<file path="src/rtl/lsu_ctrl_pkg.sv">
// Shared types for the load/store unit: FSM states, one-hot access sizes
// and exception cause codes reserved for the CSR block.
package lsu_ctrl_pkg;

  localparam int XLEN = 32;

  typedef enum logic [2:0] {
    IDLE,
    REQ,
    WAIT,
    RESP,
    ERR,
    DRAIN
  } lsu_state_e;

  localparam logic [3:0] SZ_B = 4'b0001;
  localparam logic [3:0] SZ_H = 4'b0010;
  localparam logic [3:0] SZ_W = 4'b0100;
  localparam logic [3:0] SZ_D = 4'b1000;

  typedef enum logic [3:0] {
    CAUSE_LOAD_MISALIGN  = 4'd4,
    CAUSE_LOAD_FAULT     = 4'd5,
    CAUSE_STORE_MISALIGN = 4'd6,
    CAUSE_STORE_FAULT    = 4'd7
  } lsu_cause_e;

endpackage

</file>
<file path="src/rtl/lsu_ctrl_if.sv">
// Data-memory port of the LSU: req/gnt request phase, rvalid response phase.
interface lsu_ctrl_if #(
  parameter int XLEN = lsu_ctrl_pkg::XLEN
);
  logic              mem_req_o;
  logic              mem_we_o;
  logic [XLEN-1:0]   mem_adr_o;
  logic [XLEN/8-1:0] mem_be_o;
  logic [XLEN-1:0]   mem_wdata_o;
  logic              mem_gnt_i;
  logic              mem_rvalid_i;
  logic [XLEN-1:0]   mem_rdata_i;
  logic              mem_err_i;

  modport master (
    output mem_req_o, mem_we_o, mem_adr_o, mem_be_o, mem_wdata_o,
    input  mem_gnt_i, mem_rvalid_i, mem_rdata_i, mem_err_i
  );

  modport slave (
    input  mem_req_o, mem_we_o, mem_adr_o, mem_be_o, mem_wdata_o,
    output mem_gnt_i, mem_rvalid_i, mem_rdata_i, mem_err_i
  );
endinterface

</file>
<file path="src/rtl/lsu_ctrl_align.sv">
// Combinational lane logic: byte enables, store-data shift and misalignment
// for the request side; load extraction and sign/zero extension for the response.
module lsu_ctrl_align import lsu_ctrl_pkg::*; #(
  parameter int  XLEN    = lsu_ctrl_pkg::XLEN,
  parameter int  NB_SIZE = $clog2(XLEN/8) + 1,
  localparam int LANE_W  = $clog2(XLEN/8),
  localparam int NBYTE   = XLEN/8
) (
  input  logic [LANE_W-1:0]  req_off,
  input  logic [NB_SIZE-1:0] req_size,
  input  logic [XLEN-1:0]    req_wdata,
  output logic [NBYTE-1:0]   req_be,
  output logic [XLEN-1:0]    req_wdata_lane,
  output logic               req_misalign,
  input  logic [LANE_W-1:0]  rsp_off,
  input  logic [NB_SIZE-1:0] rsp_size,
  input  logic               rsp_unsign,
  input  logic [XLEN-1:0]    rsp_rdata,
  output logic [XLEN-1:0]    rsp_data
);

  logic [XLEN-1:0]    rdata_shift;
  logic [NBYTE-1:0]   be_sz  [NB_SIZE];
  logic [XLEN-1:0]    ext_sz [NB_SIZE];
  logic [NB_SIZE-1:0] mis_sz;

  assign rdata_shift    = rsp_rdata >> {rsp_off, 3'b000};
  assign req_wdata_lane = req_wdata << {req_off, 3'b000};

  for (genvar gi = 0; gi < NB_SIZE; gi++) begin : g_size
    localparam int FW = 8 << gi;
    localparam logic [NBYTE-1:0] BE_BASE = NBYTE'((1 << (1 << gi)) - 1);

    assign be_sz[gi] = BE_BASE << req_off;

    if (gi == 0) begin : g_byte
      assign mis_sz[gi] = 1'b0;
    end else begin : g_wide
      assign mis_sz[gi] = |req_off[gi-1:0];
    end

    // Sign comes from the top bit of the selected field, wherever the lane was.
    if (FW >= XLEN) begin : g_full
      assign ext_sz[gi] = rdata_shift;
    end else begin : g_part
      assign ext_sz[gi] = {{(XLEN-FW){~rsp_unsign & rdata_shift[FW-1]}}, rdata_shift[FW-1:0]};
    end
  end

  always_comb begin
    req_be   = '0;
    rsp_data = '0;
    for (int k = 0; k < NB_SIZE; k++) begin
      if (req_size[k]) req_be = be_sz[k];
      if (rsp_size[k]) rsp_data = ext_sz[k];
    end
  end

  // A size code that is not one-hot cannot be issued, so it reports as misaligned.
  assign req_misalign = !$onehot(req_size) || (|(mis_sz & req_size));

endmodule

</file>
<file path="src/rtl/lsu_ctrl.sv">
// Sequential load/store unit: one outstanding access on a req/gnt/rvalid
// memory port, stalling execute until the response is delivered to writeback.
module lsu_ctrl import lsu_ctrl_pkg::*; #(
  parameter int  XLEN    = lsu_ctrl_pkg::XLEN,
  parameter int  NB_SIZE = $clog2(XLEN/8) + 1,
  localparam int LANE_W  = $clog2(XLEN/8),
  localparam int NBYTE   = XLEN/8
) (
  input  logic               clk,
  input  logic               reset,
  input  logic               lsu_en_i,
  input  logic               is_store_i,
  input  logic [XLEN-1:0]    rs1_data_i,
  input  logic [XLEN-1:0]    rs2_data_i,
  input  logic [XLEN-1:0]    immediat_i,
  input  logic [NB_SIZE-1:0] access_size_i,
  input  logic               unsign_extension_i,
  input  logic               flush_i,
  output logic               lsu_ready_o,
  output logic               lsu_valid_o,
  output logic [XLEN-1:0]    lsu_data_o,
  output logic               misalign_o,
  output logic               access_fault_o,
  lsu_ctrl_if.master         mem
);

  lsu_state_e         state_reg, state_next;
  logic [XLEN-1:0]    adr_next, adr_reg, wdata_reg, rdata_reg;
  logic [XLEN-1:0]    wdata_lane, load_data;
  logic [NBYTE-1:0]   be_reg, be_lane;
  logic [NB_SIZE-1:0] size_reg;
  logic               unsign_reg, store_reg, err_reg;
  logic               misalign, accept, in_req;

  assign adr_next    = rs1_data_i + immediat_i;
  assign lsu_ready_o = (state_reg == IDLE);
  assign accept      = lsu_en_i && lsu_ready_o && !flush_i;

  lsu_ctrl_align #(.XLEN(XLEN), .NB_SIZE(NB_SIZE)) u_align (
    .req_off        (adr_next[LANE_W-1:0]),
    .req_size       (access_size_i),
    .req_wdata      (rs2_data_i),
    .req_be         (be_lane),
    .req_wdata_lane (wdata_lane),
    .req_misalign   (misalign),
    .rsp_off        (adr_reg[LANE_W-1:0]),
    .rsp_size       (size_reg),
    .rsp_unsign     (unsign_reg),
    .rsp_rdata      (rdata_reg),
    .rsp_data       (load_data)
  );

  always_ff @(posedge clk or posedge reset) begin
    if (reset) begin
      state_reg  <= IDLE;
      adr_reg    <= '0;
      wdata_reg  <= '0;
      be_reg     <= '0;
      size_reg   <= '0;
      unsign_reg <= 1'b0;
      store_reg  <= 1'b0;
      rdata_reg  <= '0;
      err_reg    <= 1'b0;
    end else begin
      state_reg <= state_next;
      if (accept) begin
        adr_reg    <= adr_next;
        wdata_reg  <= wdata_lane;
        be_reg     <= be_lane;
        size_reg   <= access_size_i;
        unsign_reg <= unsign_extension_i;
        store_reg  <= is_store_i;
      end
      if (state_reg == WAIT && mem.mem_rvalid_i) begin
        rdata_reg <= mem.mem_rdata_i;
        err_reg   <= mem.mem_err_i;
      end
    end
  end

  always_comb begin
    state_next     = state_reg;
    lsu_valid_o    = 1'b0;
    misalign_o     = 1'b0;
    access_fault_o = 1'b0;
    lsu_data_o     = '0;
    unique case (state_reg)
      IDLE:  if (accept) state_next = misalign ? ERR : REQ;
      REQ: begin
        // A response in the grant cycle belongs to nothing; only gnt moves us on.
        if (flush_i)            state_next = IDLE;
        else if (mem.mem_gnt_i) state_next = WAIT;
      end
      WAIT: begin
        if (mem.mem_rvalid_i) state_next = flush_i ? IDLE : RESP;
        else if (flush_i)     state_next = DRAIN;
      end
      RESP: begin
        lsu_valid_o    = !flush_i;
        access_fault_o = lsu_valid_o && err_reg;
        lsu_data_o     = (lsu_valid_o && !err_reg && !store_reg) ? load_data : '0;
        state_next     = IDLE;
      end
      ERR: begin
        lsu_valid_o = !flush_i;
        misalign_o  = lsu_valid_o;
        state_next  = IDLE;
      end
      DRAIN: if (mem.mem_rvalid_i) state_next = IDLE;
      default: state_next = IDLE;
    endcase
  end

  assign in_req          = (state_reg == REQ);
  assign mem.mem_req_o   = in_req;
  assign mem.mem_we_o    = in_req && store_reg;
  assign mem.mem_adr_o   = in_req ? {adr_reg[XLEN-1:LANE_W], {LANE_W{1'b0}}} : '0;
  assign mem.mem_be_o    = in_req ? be_reg : '0;
  assign mem.mem_wdata_o = in_req ? wdata_reg : '0;

endmodule

</file>
<file path="src/flat_wrapper.sv">
// flat-port wrapper written by rule: the top's interface ports become plain ports
module lsu_ctrl_flat import lsu_ctrl_pkg::*;
#(
  parameter int  XLEN    = lsu_ctrl_pkg::XLEN,
  parameter int  NB_SIZE = $clog2(XLEN/8) + 1,
  localparam int LANE_W  = $clog2(XLEN/8),
  localparam int NBYTE   = XLEN/8
)
  (clk, reset, lsu_en_i, is_store_i, rs1_data_i, rs2_data_i, immediat_i, access_size_i, unsign_extension_i, flush_i, lsu_ready_o, lsu_valid_o, lsu_data_o, misalign_o, access_fault_o, mem_mem_req_o, mem_mem_we_o, mem_mem_adr_o, mem_mem_be_o, mem_mem_wdata_o, mem_mem_gnt_i, mem_mem_rvalid_i, mem_mem_rdata_i, mem_mem_err_i);
  lsu_ctrl_if #(.XLEN(XLEN)) mem_i ();
  input  logic clk;
  input  logic reset;
  input  logic lsu_en_i;
  input  logic is_store_i;
  input  logic [XLEN-1:0] rs1_data_i;
  input  logic [XLEN-1:0] rs2_data_i;
  input  logic [XLEN-1:0] immediat_i;
  input  logic [NB_SIZE-1:0] access_size_i;
  input  logic unsign_extension_i;
  input  logic flush_i;
  output logic lsu_ready_o;
  output logic lsu_valid_o;
  output logic [XLEN-1:0] lsu_data_o;
  output logic misalign_o;
  output logic access_fault_o;
  output wire logic [$bits(mem_i.mem_req_o)-1:0] mem_mem_req_o;
  output wire logic [$bits(mem_i.mem_we_o)-1:0] mem_mem_we_o;
  output wire logic [$bits(mem_i.mem_adr_o)-1:0] mem_mem_adr_o;
  output wire logic [$bits(mem_i.mem_be_o)-1:0] mem_mem_be_o;
  output wire logic [$bits(mem_i.mem_wdata_o)-1:0] mem_mem_wdata_o;
  input wire logic [$bits(mem_i.mem_gnt_i)-1:0] mem_mem_gnt_i;
  input wire logic [$bits(mem_i.mem_rvalid_i)-1:0] mem_mem_rvalid_i;
  input wire logic [$bits(mem_i.mem_rdata_i)-1:0] mem_mem_rdata_i;
  input wire logic [$bits(mem_i.mem_err_i)-1:0] mem_mem_err_i;
  assign mem_mem_req_o = mem_i.mem_req_o;
  assign mem_mem_we_o = mem_i.mem_we_o;
  assign mem_mem_adr_o = mem_i.mem_adr_o;
  assign mem_mem_be_o = mem_i.mem_be_o;
  assign mem_mem_wdata_o = mem_i.mem_wdata_o;
  assign mem_i.mem_gnt_i = mem_mem_gnt_i;
  assign mem_i.mem_rvalid_i = mem_mem_rvalid_i;
  assign mem_i.mem_rdata_i = mem_mem_rdata_i;
  assign mem_i.mem_err_i = mem_mem_err_i;
  lsu_ctrl #(.XLEN(XLEN), .NB_SIZE(NB_SIZE)) u_core (.clk(clk), .reset(reset), .lsu_en_i(lsu_en_i), .is_store_i(is_store_i), .rs1_data_i(rs1_data_i), .rs2_data_i(rs2_data_i), .immediat_i(immediat_i), .access_size_i(access_size_i), .unsign_extension_i(unsign_extension_i), .flush_i(flush_i), .lsu_ready_o(lsu_ready_o), .lsu_valid_o(lsu_valid_o), .lsu_data_o(lsu_data_o), .misalign_o(misalign_o), .access_fault_o(access_fault_o), .mem(mem_i));
endmodule
</file>
<file path="config.mk">
export PLATFORM = sky130hd
export DESIGN_NAME = lsu_ctrl_flat
export DESIGN_NICKNAME = d
export VERILOG_FILES = /design/src/rtl/lsu_ctrl_pkg.sv /design/src/rtl/lsu_ctrl_if.sv /design/src/rtl/lsu_ctrl_align.sv /design/src/rtl/lsu_ctrl.sv /design/src/flat_wrapper.sv
export SDC_FILE = /design/constraint.sdc
export NUM_CORES = 1
export LEC_CHECK = 0
export ABC_AREA = 1
export CAP_MARGIN = 25
export CORE_MARGIN = 8
export CORE_UTILIZATION = 45
export CTS_CLUSTER_SIZE = 14
export DETAILED_ROUTE_END_ITERATION = 6
export PLACE_DENSITY_LB_ADDON = 0.05
export SYNTH_ARGS = -nofsm -noshare
export SYNTH_HDL_FRONTEND = slang
export SYNTH_SLANG_ARGS = --single-unit
</file>
<file path="constraint.sdc">
create_clock -name clk -period 3.9 [get_ports clk]
set_input_delay 0.78 -clock clk [delete_from_list [all_inputs] [get_ports clk]]
set_output_delay 0.78 -clock clk [all_outputs]
set_load 0.02 [all_outputs]
</file>
## After elaboration in Yosys (flattened, before gate mapping)

Cells that the tools add are included.

- Add/subtract/negate cells: 3
- Equal/unequal tests: 10
- Shift-type cells: 5
- Muxes and demuxes: 23
- Bitwise gates (word level): 4
- Reductions and logical operators: 17

Operator list:

| operator | number |
|---|---|
| 32-bit two-way mux | 7 |
| 32-bit adder | 1 |
| 32-bit by 5-bit left shift with 32-bit output | 1 |
| 32-bit by 5-bit right shift with 32-bit output | 1 |
| 3-bit two-way mux | 7 |
| 4-bit two-way mux | 4 |
| 3-bit one-hot mux with 4 select lines | 1 |
| 1-bit logical AND | 7 |
| 3-bit by 2-bit == test with 1-bit output (second input constant) | 2 |
| 3-bit == test (second input constant) | 2 |
| 3-bit != test (second input constant) | 2 |
| 1-bit logical NOT | 4 |
| 2-bit != test (second input constant) | 2 |
| 4-bit AND reduction | 1 |
| 2-bit OR reduction | 2 |
| 1-bit by 2-bit left shift with 4-bit output (first input constant) | 1 |
| 2-bit by 2-bit left shift with 4-bit output (first input constant) | 1 |
| 4-bit by 2-bit left shift with 4-bit output (first input constant) | 1 |
| 3-bit AND | 1 |
| 3-bit by 1-bit == test with 1-bit output (second input constant) | 1 |
| 3-bit logical NOT | 1 |
| 1-bit two-way mux | 3 |
| 3-bit OR reduction | 1 |
| 1-bit by 1-bit adder with 2-bit output | 1 |
| 6 further kinds | 7 |

- Register bits after elaboration: 109
- Input bits: 140
- Output and inout port bits: 106
- Word-level logic and storage cells: 71

## Logic depth before layout (Yosys ltp)

Gate-level depths: netlist of the first run.

- Word-level depth: 8
- Gate-level depth with buffers: 12

## Hierarchy

From an unflattened synthesis of the first run, not the netlist that was laid out.

- Cell total of the unflattened synthesis: 1407
- Area, all modules: 8897.3 um^2

Modules (own cells, without submodules):

| module | instances | cells an instance | area each (um^2) | seq. area each (um^2) |
|---|---|---|---|---|
| lsu_ctrl | 1 | 1103 | 7337.0 | 2727.6 |
| lsu_ctrl_align | 1 | 304 | 1560.2 | 0.0 |

## Worst setup path after synthesis of the first run

Ideal clock, no wire load.

- Path type: in2reg
- From: in rs1_data_i[0]
- To: reg u_core.state_reg[0]
- Library setup time: 0.129 ns
- Arrival: 2.660 ns
- Setup slack: 1.111 ns
- Stages: 11
- Cells stage by stage: ha_1 > fa_1 > buf_2 > clkinv_1 > ha_1 > nor2_1 > nor2_1 > o211ai_1 > nor3_1 > o21ai_0 > o21ai_0

- Word-level cells in the longest chain between the ends: 8

RTL lines:

| element | RTL line | text |
|---|---|---|
| start, declared | flat_wrapper.sv:15 | `input logic [XLEN-1:0] rs1_data_i;` |
| 32-bit adder | lsu_ctrl.sv:35 | `assign adr_next = rs1_data_i + immediat_i;` |
| net u_core.adr_next[1] | lsu_ctrl.sv:28 | `logic [XLEN-1:0] adr_next, adr_reg, wdata_reg, rdata_reg;` |
| 2-bit OR reduction | lsu_ctrl_align.sv:39 | `assign mis_sz[gi] = \|req_off[gi-1:0];` |
| 3-bit AND | lsu_ctrl_align.sv:60 | `assign req_misalign = !$onehot(req_size) \|\| (\|(mis_sz & req_size));` |
| 3-bit OR reduction | lsu_ctrl_align.sv:60 |  |
| 1-bit logical OR | lsu_ctrl_align.sv:60 |  |
| 3-bit two-way mux (2 in series) | lsu_ctrl.sv:88 | `IDLE: if (accept) state_next = misalign ? ERR : REQ;` |
| 3-bit one-hot mux with 4 select lines | lsu_ctrl.sv:87 | `unique case (state_reg)` |
| end signal, assigned | lsu_ctrl.sv:65 | `state_reg <= state_next;` |
| end, declared | lsu_ctrl.sv:27 | `lsu_state_e state_reg, state_next;` |

The timed path passes the listed nets, and every way through them passes these cells. The select of a mux whose other input is x is not followed.
A chain may end at the register's enable or synchronous reset.

## Worst setup path after layout of the first run

- From: in flush_i
- To: out lsu_data_o[5]

- Word-level cells in the longest chain between the ends: 5

RTL lines:

| element | RTL line | text |
|---|---|---|
| start, declared | flat_wrapper.sv:20 | `input logic flush_i;` |
| 1-bit logical NOT | lsu_ctrl.sv:99 | `lsu_valid_o = !flush_i;` |
| 1-bit logical AND (2 in series) | lsu_ctrl.sv:101 | `lsu_data_o = (lsu_valid_o && !err_reg && !store_reg) ? load_data : '0;` |
| 32-bit two-way mux | lsu_ctrl.sv:101 |  |
| 32-bit two-way mux | lsu_ctrl.sv:87 |  |
| end, declared | flat_wrapper.sv:23 | `output logic [XLEN-1:0] lsu_data_o;` |

No other way between the ends.

==> results of run 1 <==
[logic make-up (layout without fill, tap and decap cells)]
group	after synthesis	in the layout	synth area share, %
fa+ha+maj	37	37	5.813
simple gates	671	671	32.86
xor+xnor	14	14	1.491
flops	109	109	33.18
other cells	1	2	0.04561
buf+inv	270	493	12.95
compound gates	187	187	12.69
mux	8	8	0.9740
[power breakdown]
group / internal [mW] / switching (mW) / leakage, nW
logic: 0.936 / 1.49 / 4.06
registers: 1.66 / 0.324 / 1.35
clock network: 0.476 / 0.446 / 0.140
[metrics by stage]
| step | instance area (sq um) | utilization, % | total power, mW | hold slack, ns |
|---|---|---|---|---|
| after floorplan | 8225 | - | 3.559 | 0.4422 |
| after global placement | 10840 | 60.35 | 4.370 | 0.4571 |
| after detailed placement | 10840 | 60.35 | 4.418 | 0.4596 |
| after CTS | 11140 | 62.00 | 5.358 | 0.4810 |
| after global routing | 11160 | 62.12 | 5.789 | 0.4914 |
| final | 11160 | 62.12 | 5.333 | 0.4793 |
[critical path: stages]
cell and delay (ns):
clkdlybuf4s50_1 0.42, nor3_1 0.14, nand2_1 0.07, inv_1 0.14, o21ai_1 0.31, a311oi_1 0.32, clkdlybuf4s50_1 0.65
[final cells by class]
cell class	instances	area [sq um]
clock inverter	5	43.79
clock buffer	11	252.7
multi-input combinational	919	4441
fill	1737	6805
timing repair buffer	258	2582
tap	229	286.5
sequential	109	2728
inverter	219	824.5
[synth_stat cells (3+ instances only)]
| library cell | count |
|---|---|
| o21ai_0 | 88 |
| mux2i_1 | 8 |
| nand3b_1 | 3 |
| inv_1 | 211 |
| nor3_1 | 9 |
| nand4_1 | 3 |
| dfrtp_1 | 109 |
| nand2_1 | 424 |
| o22ai_1 | 9 |
| a311oi_1 | 8 |
| buf_2 | 23 |
| a21oi_1 | 52 |
| ha_1 | 35 |
| o21bai_1 | 3 |
| nor2_1 | 140 |
| xnor2_1 | 14 |
| o211ai_1 | 5 |
| nand3_1 | 85 |
| a31oi_1 | 11 |
| clkinv_1 | 4 |
| inv_2 | 4 |
| clkbuf_1 | 24 |
[worst max path at each step]
stage          slack, ns                             to  startpoint  cells after the start
3_3_place_gp        0.31                  lsu_data_o[1]     flush_i                      7
6_report            0.29                  lsu_data_o[5]     flush_i                      7
2_1_floorplan       0.25  u_core.adr_reg[0]$_DFFE_PP0P_       reset                      1
3_5_place_dp        0.31                  lsu_data_o[5]     flush_i                      7
4_1_cts             0.31                  lsu_data_o[5]     flush_i                      7
5_1_grt             0.17                  lsu_data_o[5]     flush_i                      7
[metal layers]
metal / share of wire (%) / up-vias
li1: - / 4479
met1: 43 / 3993
met2: 49 / 225
met3: 6.7 / 27
met4: 1.8 / 0
met5: 0 / -
==> flow_summary.ini, run 1 <==
[layout]
final_cell_mix = 424 x nand2_1, 243 x clkdlybuf4s50_1, 210 x inv_1
final_common_cell = nand2_1
area_growth_pct = 35.72
drive_gt1_share_pct = 3.156
nNetsFinal = 1693
diodes = 0
final_cells = 1750

[grt]
grt_pass1_vias = 8336
busiest_layer = met2
grt_util_all_layers_pct = 22.89
grt_pass1_wl_microns = 41720
antenna_found_initial = 0
overflow = 0
gr-usage-met3_pct = 3.765
met2_usage_pct = 39.42
grt_use_met1_pct = 28.96
grt_max_degree = 70

[logic_synthesis]
syn_area_per_cell_sq_um = 6.339
postSynthCellCount = 1297
yosysTopAreaCellShare_pct = 33.18
synth_flop_cell = dfrtp_1
yosys.area.top_type = dfrtp_1
synthTopCellsByArea = dfrtp_1 33%, nand2_1 19%, inv_1 9.6%
synth-async-reset-ratio_pct = 100.0
synth_seq_area_share_pct = 33.18
ys_warn_count = 0
syn_area_sq_um = 8222
synth_seq_cells = 109
netlist-cell-type-count = 39
synth_edf_count = 0

[clock_network]
path_clk_slew_ns = 0.07
cts-hold-fix-buffers = 0
ctsHtreeMaxLevel = 3
clock_sinks = 109
clk-insertion-delay-late_ns = 0.36
root_buffer = clkbuf_16
cts_buffers = 9
cts_tree = built
postCtsResizedCells = 0
clk_path_buf_depth = 2
cts_setup_buffers = 0

[place]
dp_hpwl_microns = 20340
routabilityCongestion = 0.9325
io_buffers = 243
pre_cts_slack_ns = 0.3103
dp.cells = 1733

[sta]
fin_tns_setup_ns = 0
setup_ws_ns = 0.2851
finClkSkew_ns = 0.01044
max_freq_mhz = 276.6
fin_crit_sh_pct = 92.69
worst_pin_slew_ns = 0.8452
finalSetupViolCount = 0
drv_slew = 0
relSlewSlack_pct = 43.27
rsz0062_at_grt = false
period_needed_ns = 3.615
hold_viol = 0

[run_status]
status = completed

[min_path]
hold_path_depth = 2
min_from = u_core.rdata_reg[1]$_DFFE_PP0P_
hp-class = flop to flop
hold_end = u_core.rdata_reg[1]$_DFFE_PP0P_

[floorplan]
start_util_pct = 45.77
die_w_microns = 151.2
dieArea_sq_um = 22850
io_pins = 246
core_area_sq_um = 17960
fp.dieH_microns = 151.2
num_rows = 49

[worst_setup_path]
critPathKind = input port to output port
crit_fanout = 8
cp-end-kind = output port
crit_required_ns = 3.12
reg2reg_depth = 9
rrSetupSlack_ns = 1.79
crit_arrival_ns = 2.83
start_kind = input port
rr_startpoint = u_core.state_reg[2]$_DFFE_PP0P_
r2r_end = u_core.state_reg[1]$_DFFE_PP0P_

[route]
ant_nets = 0
wl_per_cell_microns = 14.91
vias = 8724
viasPerCell = 4.985
dr.pass1.iters = 5
drt_wl_total_microns = 26090
drt_iter0_drc = 538
drc = 0

[pwr]
vdd_drop_max_mv = 0.2631
p_per_area_nw_per_um2 = 477.9
p_leak_nw = 5.551

[run]
maxCapViolCount = 0
Note: power is estimated with default switching activity, not from simulation.
==> inputs of run 2 (changes only) <==
- CORE_MARGIN: 8 -> not set
==> flow_summary.ini, run 2 (same netlist as run 1, synthesis figures left out) <==
[layout]
final_cell_mix = 424 x nand2_1, 243 x clkdlybuf4s50_1, 210 x inv_1
drive_gt1_share_pct = 3.092
final_common_cell = nand2_1
diodes = 0
area_growth_pct = 35.47
nNetsFinal = 1692
multiInputGateArea_sq_um = 4441
fill_cells = 1778
seq_area_sq_um = 2728

[floorplan]
start_util_pct = 45.77
die_w_microns = 137.2
fp.dieH_microns = 137.2
dieArea_sq_um = 18810
core_area_sq_um = 17960
num_rows = 49
io_pins = 246

[worst_setup_path]
r2r_end = u_core.state_reg[1]$_DFFE_PP0P_
rr_startpoint = u_core.state_reg[2]$_DFFE_PP0P_
crit_arrival_ns = 2.82
critPathCapture = lsu_data_o[6]
start_kind = input port
critPathKind = input port to output port
crit_path_max_incr_delay_ns = 0.65
reg2reg_depth = 9
cp.depth = 7
crit_top_cell = clkdlybuf4s50_1
cp-end-kind = output port
startpoint = flush_i
rrSetupSlack_ns = 1.65
crit_fanout = 8
slowest_stage = clkdlybuf4s50_1
path_cells = clkdlybuf4s50_1, nor3_1, nand2_1, inv_1, o21ai_1, a311oi_1, clkdlybuf4s50_1
critPathBufInv = 3
crit_required_ns = 3.12
critPathTopFamily = buffers and inverters

[sta]
max_freq_mhz = 277.9
fin_crit_sh_pct = 92.28
worst_pin_slew_ns = 0.7790
finClkSkew_ns = 0.01010
period_needed_ns = 3.599
fin_tns_setup_ns = 0
drv_slew = 0
relSlewSlack_pct = 47.72
hold_viol = 0
rsz0062_at_grt = false
finalSetupViolCount = 0

[route]
dr.pass1.iters = 5
drt_iter0_drc = 460
viasPerCell = 4.997
drt_wl_total_microns = 23980
ant_nets = 0
drc = 0
vias = 8740
wl_per_cell_microns = 13.71

[clock_network]
postCtsResizedCells = 0
clk-insertion-delay-late_ns = 0.36
root_buffer = clkbuf_16
ctsHtreeMaxLevel = 3
cts_setup_buffers = 0
cts-hold-fix-buffers = 0
clock_sinks = 109
clk_path_buf_depth = 2
cts_buffers = 9
cts_tree = built
path_clk_slew_ns = 0.07

[grt]
grt_max_degree = 69
grt_util_all_layers_pct = 26.26
grt_pass1_vias = 7958
grt_pass1_wl_microns = 38160
overflow = 0
antenna_found_initial = 1

[pwr]
switching_share_pct = 42.13
p_per_area_nw_per_um2 = 479.3
internal_power_mw = 3.089
p_switching_mw = 2.249
p_seq_share_pct = 37.0
vdd_drop_max_mv = 0.2839
pwr-share-clk_pct = 17.8
p_total_mw = 5.338
power_frac_comb_pct = 45.1
p_leak_nw = 5.551

[place]
routabilityCongestion = 0.9277
dp_hpwl_microns = 18430
io_buffers = 243

[run_status]
status = completed

[min_path]
hp-class = flop to flop

[run]
maxCapViolCount = 0
[run 2: worst min path at each step]
stage | start | end | slack, ns | depth (start not counted)
final | u_core.rdata_reg[7]$_DFFE_PP0P_ | u_core.rdata_reg[7]$_DFFE_PP0P_ | 0.48 | 2
after global routing | u_core.adr_reg[26]$_DFFE_PP0P_ | u_core.adr_reg[26]$_DFFE_PP0P_ | 0.50 | 2
after CTS | u_core.rdata_reg[7]$_DFFE_PP0P_ | u_core.rdata_reg[7]$_DFFE_PP0P_ | 0.48 | 2
after detailed placement | u_core.rdata_reg[7]$_DFFE_PP0P_ | u_core.rdata_reg[7]$_DFFE_PP0P_ | 0.46 | 2
after global placement | u_core.rdata_reg[3]$_DFFE_PP0P_ | u_core.rdata_reg[3]$_DFFE_PP0P_ | 0.46 | 2
after floorplan | u_core.rdata_reg[0]$_DFFE_PP0P_ | u_core.rdata_reg[0]$_DFFE_PP0P_ | 0.44 | 2
[run 2: cell type report]
type	instances	share of cell area, %
repair buffers	257	23.01
multi-input cells	919	39.87
clock buffers	9	2.022
well taps	229	2.572
inverters	219	7.403
flip-flops and latches	109	24.49
clock inverters	7	0.6403
[run 2: through the flow]
step           instances  worst slack [ns]  hold WS, ns  instance area [sq um]  utilization (%)
4_1_cts             1749            0.3093       0.4780                  11140            62.00
6_report            1749            0.3010       0.4761                  11140            62.00
2_1_floorplan       1298            0.2461       0.4422                   8225                -
5_1_grt             1749            0.1135       0.5030                  11140            62.00
3_5_place_dp        1733            0.3030       0.4597                  10840            60.35
3_3_place_gp        1733            0.3191       0.4575                  10840            60.35
[run 2: per-layer routing]
metal	part of all wire, %	GRT usage [%]	vias up
met5	0.046	0	-
met4	2.8	10.68	2
met3	5.9	3.259	35
met2	48	44.22	255
met1	44	33.99	3969
li1	-	-	4479
[run 2: worst register-to-register path, stage by stage (launching register included)]
cell and delay [ns]:
dfrtp_1 0.44, inv_1 0.14, nand3_2 0.33, buf_4 0.52, o21ai_0 0.16, nand2_1 0.08, nand2_1 0.06, nor2_1 0.19
o21ai_0 0.14, o31ai_1 0.09
[run 2: power groups by stage]
stage               combinational [mW]  clock [mW]  sequential, mW
CTS                               2.43       0.971            1.97
global placement                  2.39           0            1.98
floorplan                         1.68           0            1.88
finish                            2.41       0.952            1.98
detailed placement                2.41           0            1.99
global route                      2.74        1.01            2.04
==> inputs of run 3 (changes only) <==
- CTS_CLUSTER_SIZE: 14 -> 40
- MAX_ROUTING_LAYER: not set -> met4
==> flow_summary.ini, run 3 (same netlist as run 1, synthesis figures left out) <==
[route]
ant_nets = 0
drt_iter0_drc = 406
dr.pass1.iters = 5
drc = 0
vias = 8797
drt_wl_total_microns = 24120
wl_per_cell_microns = 13.80
viasPerCell = 5.033

[worst_setup_path]
critPathKind = input port to output port
cp-end-kind = output port
crit_arrival_ns = 2.88
crit_fanout = 8
crit_required_ns = 3.12
reg2reg_depth = 9
start_kind = input port

[pwr]
p_switching_mw = 2.225
power_frac_comb_pct = 45.2
pwr-share-clk_pct = 17.7
switching_share_pct = 41.80
p_seq_share_pct = 37.1
internal_power_mw = 3.099
p_per_area_nw_per_um2 = 478.2
vdd_drop_max_mv = 0.3154
p_leak_nw = 5.546

[clock_network]
cts_tree = built
root_buffer = clkbuf_16
clock_sinks = 109
clk-insertion-delay-late_ns = 0.36
clk_path_buf_depth = 2
ctsHtreeMaxLevel = 3
cts-hold-fix-buffers = 0
path_clk_slew_ns = 0.06
cts_setup_buffers = 0
postCtsResizedCells = 0
cts_buffers = 9

[floorplan]
io_pins = 246
dieArea_sq_um = 18810
start_util_pct = 45.77
core_area_sq_um = 17960
fp.dieH_microns = 137.2
die_w_microns = 137.2
num_rows = 49

[layout]
drive_gt1_share_pct = 2.962
final_cells = 1748
final_cell_mix = 424 x nand2_1, 243 x clkdlybuf4s50_1, 210 x inv_1
area_growth_pct = 35.41
nNetsFinal = 1692
fill_cells = 1733
final_util_pct = 61.98
final_common_cell = nand2_1
diodes = 0
fin_area_sq_um = 11130

[sta]
hold_ws_ns = 0.4786
relSlewSlack_pct = 43.38
period_needed_ns = 3.657
finalSetupViolCount = 0
fin_tns_setup_ns = 0
max_freq_mhz = 273.4
rsz0062_at_grt = false
fin_crit_sh_pct = 93.77
finClkSkew_ns = 0.008991
worst_pin_slew_ns = 0.8436
hold_viol = 0
drv_slew = 0

[grt]
grt_pass1_vias = 8099
grt_util_all_layers_pct = 27.15
grt_pass1_wl_microns = 38530
overflow = 0
antenna_found_initial = 0
grt_max_degree = 62

[place]
dp.cells = 1733
dpl_cell_area_sq_um = 10840
dp_hpwl_microns = 18340
routabilityCongestion = 0.9467
io_buffers = 243

[run_status]
status = completed

[min_path]
hold_path_depth = 2
hp-class = flop to flop

[run]
maxCapViolCount = 0
## run 3: cell count changes in the layout (fill, tap and decap cells not counted), sizes merged
| cell | previous run | this run |
|---|---|---|
| clkbuf | 9 | 11 |
| inv | 218 | 215 |
## run 3: power groups by stage
stage / clock network, mW / logic, mW / registers [mW]
2_1_floorplan: 0 / 1.68 / 1.88
3_3_place_gp: 0 / 2.39 / 1.98
3_5_place_dp: 0 / 2.41 / 2.00
4_1_cts: 0.956 / 2.42 / 1.98
5_1_grt: 0.995 / 2.75 / 2.04
6_report: 0.941 / 2.41 / 1.98
## run 3: worst paths after layout
| check | from | to | slack [ns] |
|---|---|---|---|
| max | flush_i | lsu_data_o[6] | 0.24 |
| min | u_core.rdata_reg[7]$_DFFE_PP0P_ | u_core.rdata_reg[7]$_DFFE_PP0P_ | 0.48 |
| max reg2reg | u_core.state_reg[2]$_DFFE_PP0P_ | u_core.state_reg[1]$_DFFE_PP0P_ | 1.67 |
| min reg2reg | u_core.rdata_reg[7]$_DFFE_PP0P_ | u_core.rdata_reg[7]$_DFFE_PP0P_ | 0.48 |
| max in group asynchronous | reset | u_core.wdata_reg[6]$_DFFE_PP0P_ | 2.20 |
| min in group asynchronous | reset | u_core.wdata_reg[9]$_DFFE_PP0P_ | 0.92 |
## run 3: layout make-up
cell class              count  area, sq um  share of cell area (%)
multi-input cells         919         4441                   39.89
flip-flops and latches    109         2728                   24.50
repair buffers            257         2562                   23.02
inverters                 219        824.5                   7.406
well taps                 229        286.5                   2.574
clock buffers              11        242.7                   2.180
clock inverters             4        48.80                  0.4383
## run 3: layer usage
| metal | global-route usage, % | wire length [microns] | part of all wire [%] | vias up |
|---|---|---|---|---|
| met5 | - | 0 | 0 | - |
| met4 | 10.50 | 722 | 3.0 | 0 |
| met3 | 3.370 | 1395 | 5.8 | 42 |
| met2 | 45.12 | 11460 | 48 | 283 |
| met1 | 33.57 | 10540 | 44 | 3996 |
| li1 | - | - | - | 4476 |
## run 3: critical path, cell delays in order
cell	delay, ns
clkdlybuf4s50_1	0.42
nor3_1	0.14
nand2_1	0.09
inv_1	0.14
o21ai_1	0.31
a311oi_1	0.34
clkdlybuf4s50_1	0.66
## run 3: stage by stage
| stage | power [mW] | setup WS (ns) |
|---|---|---|
| 5_1_grt | 5.783 | 0.1012 |
| 3_3_place_gp | 4.368 | 0.3161 |
| 4_1_cts | 5.357 | 0.2776 |
| 3_5_place_dp | 4.403 | 0.2766 |
| 2_1_floorplan | 3.559 | 0.2461 |
| 6_report | 5.324 | 0.2428 |
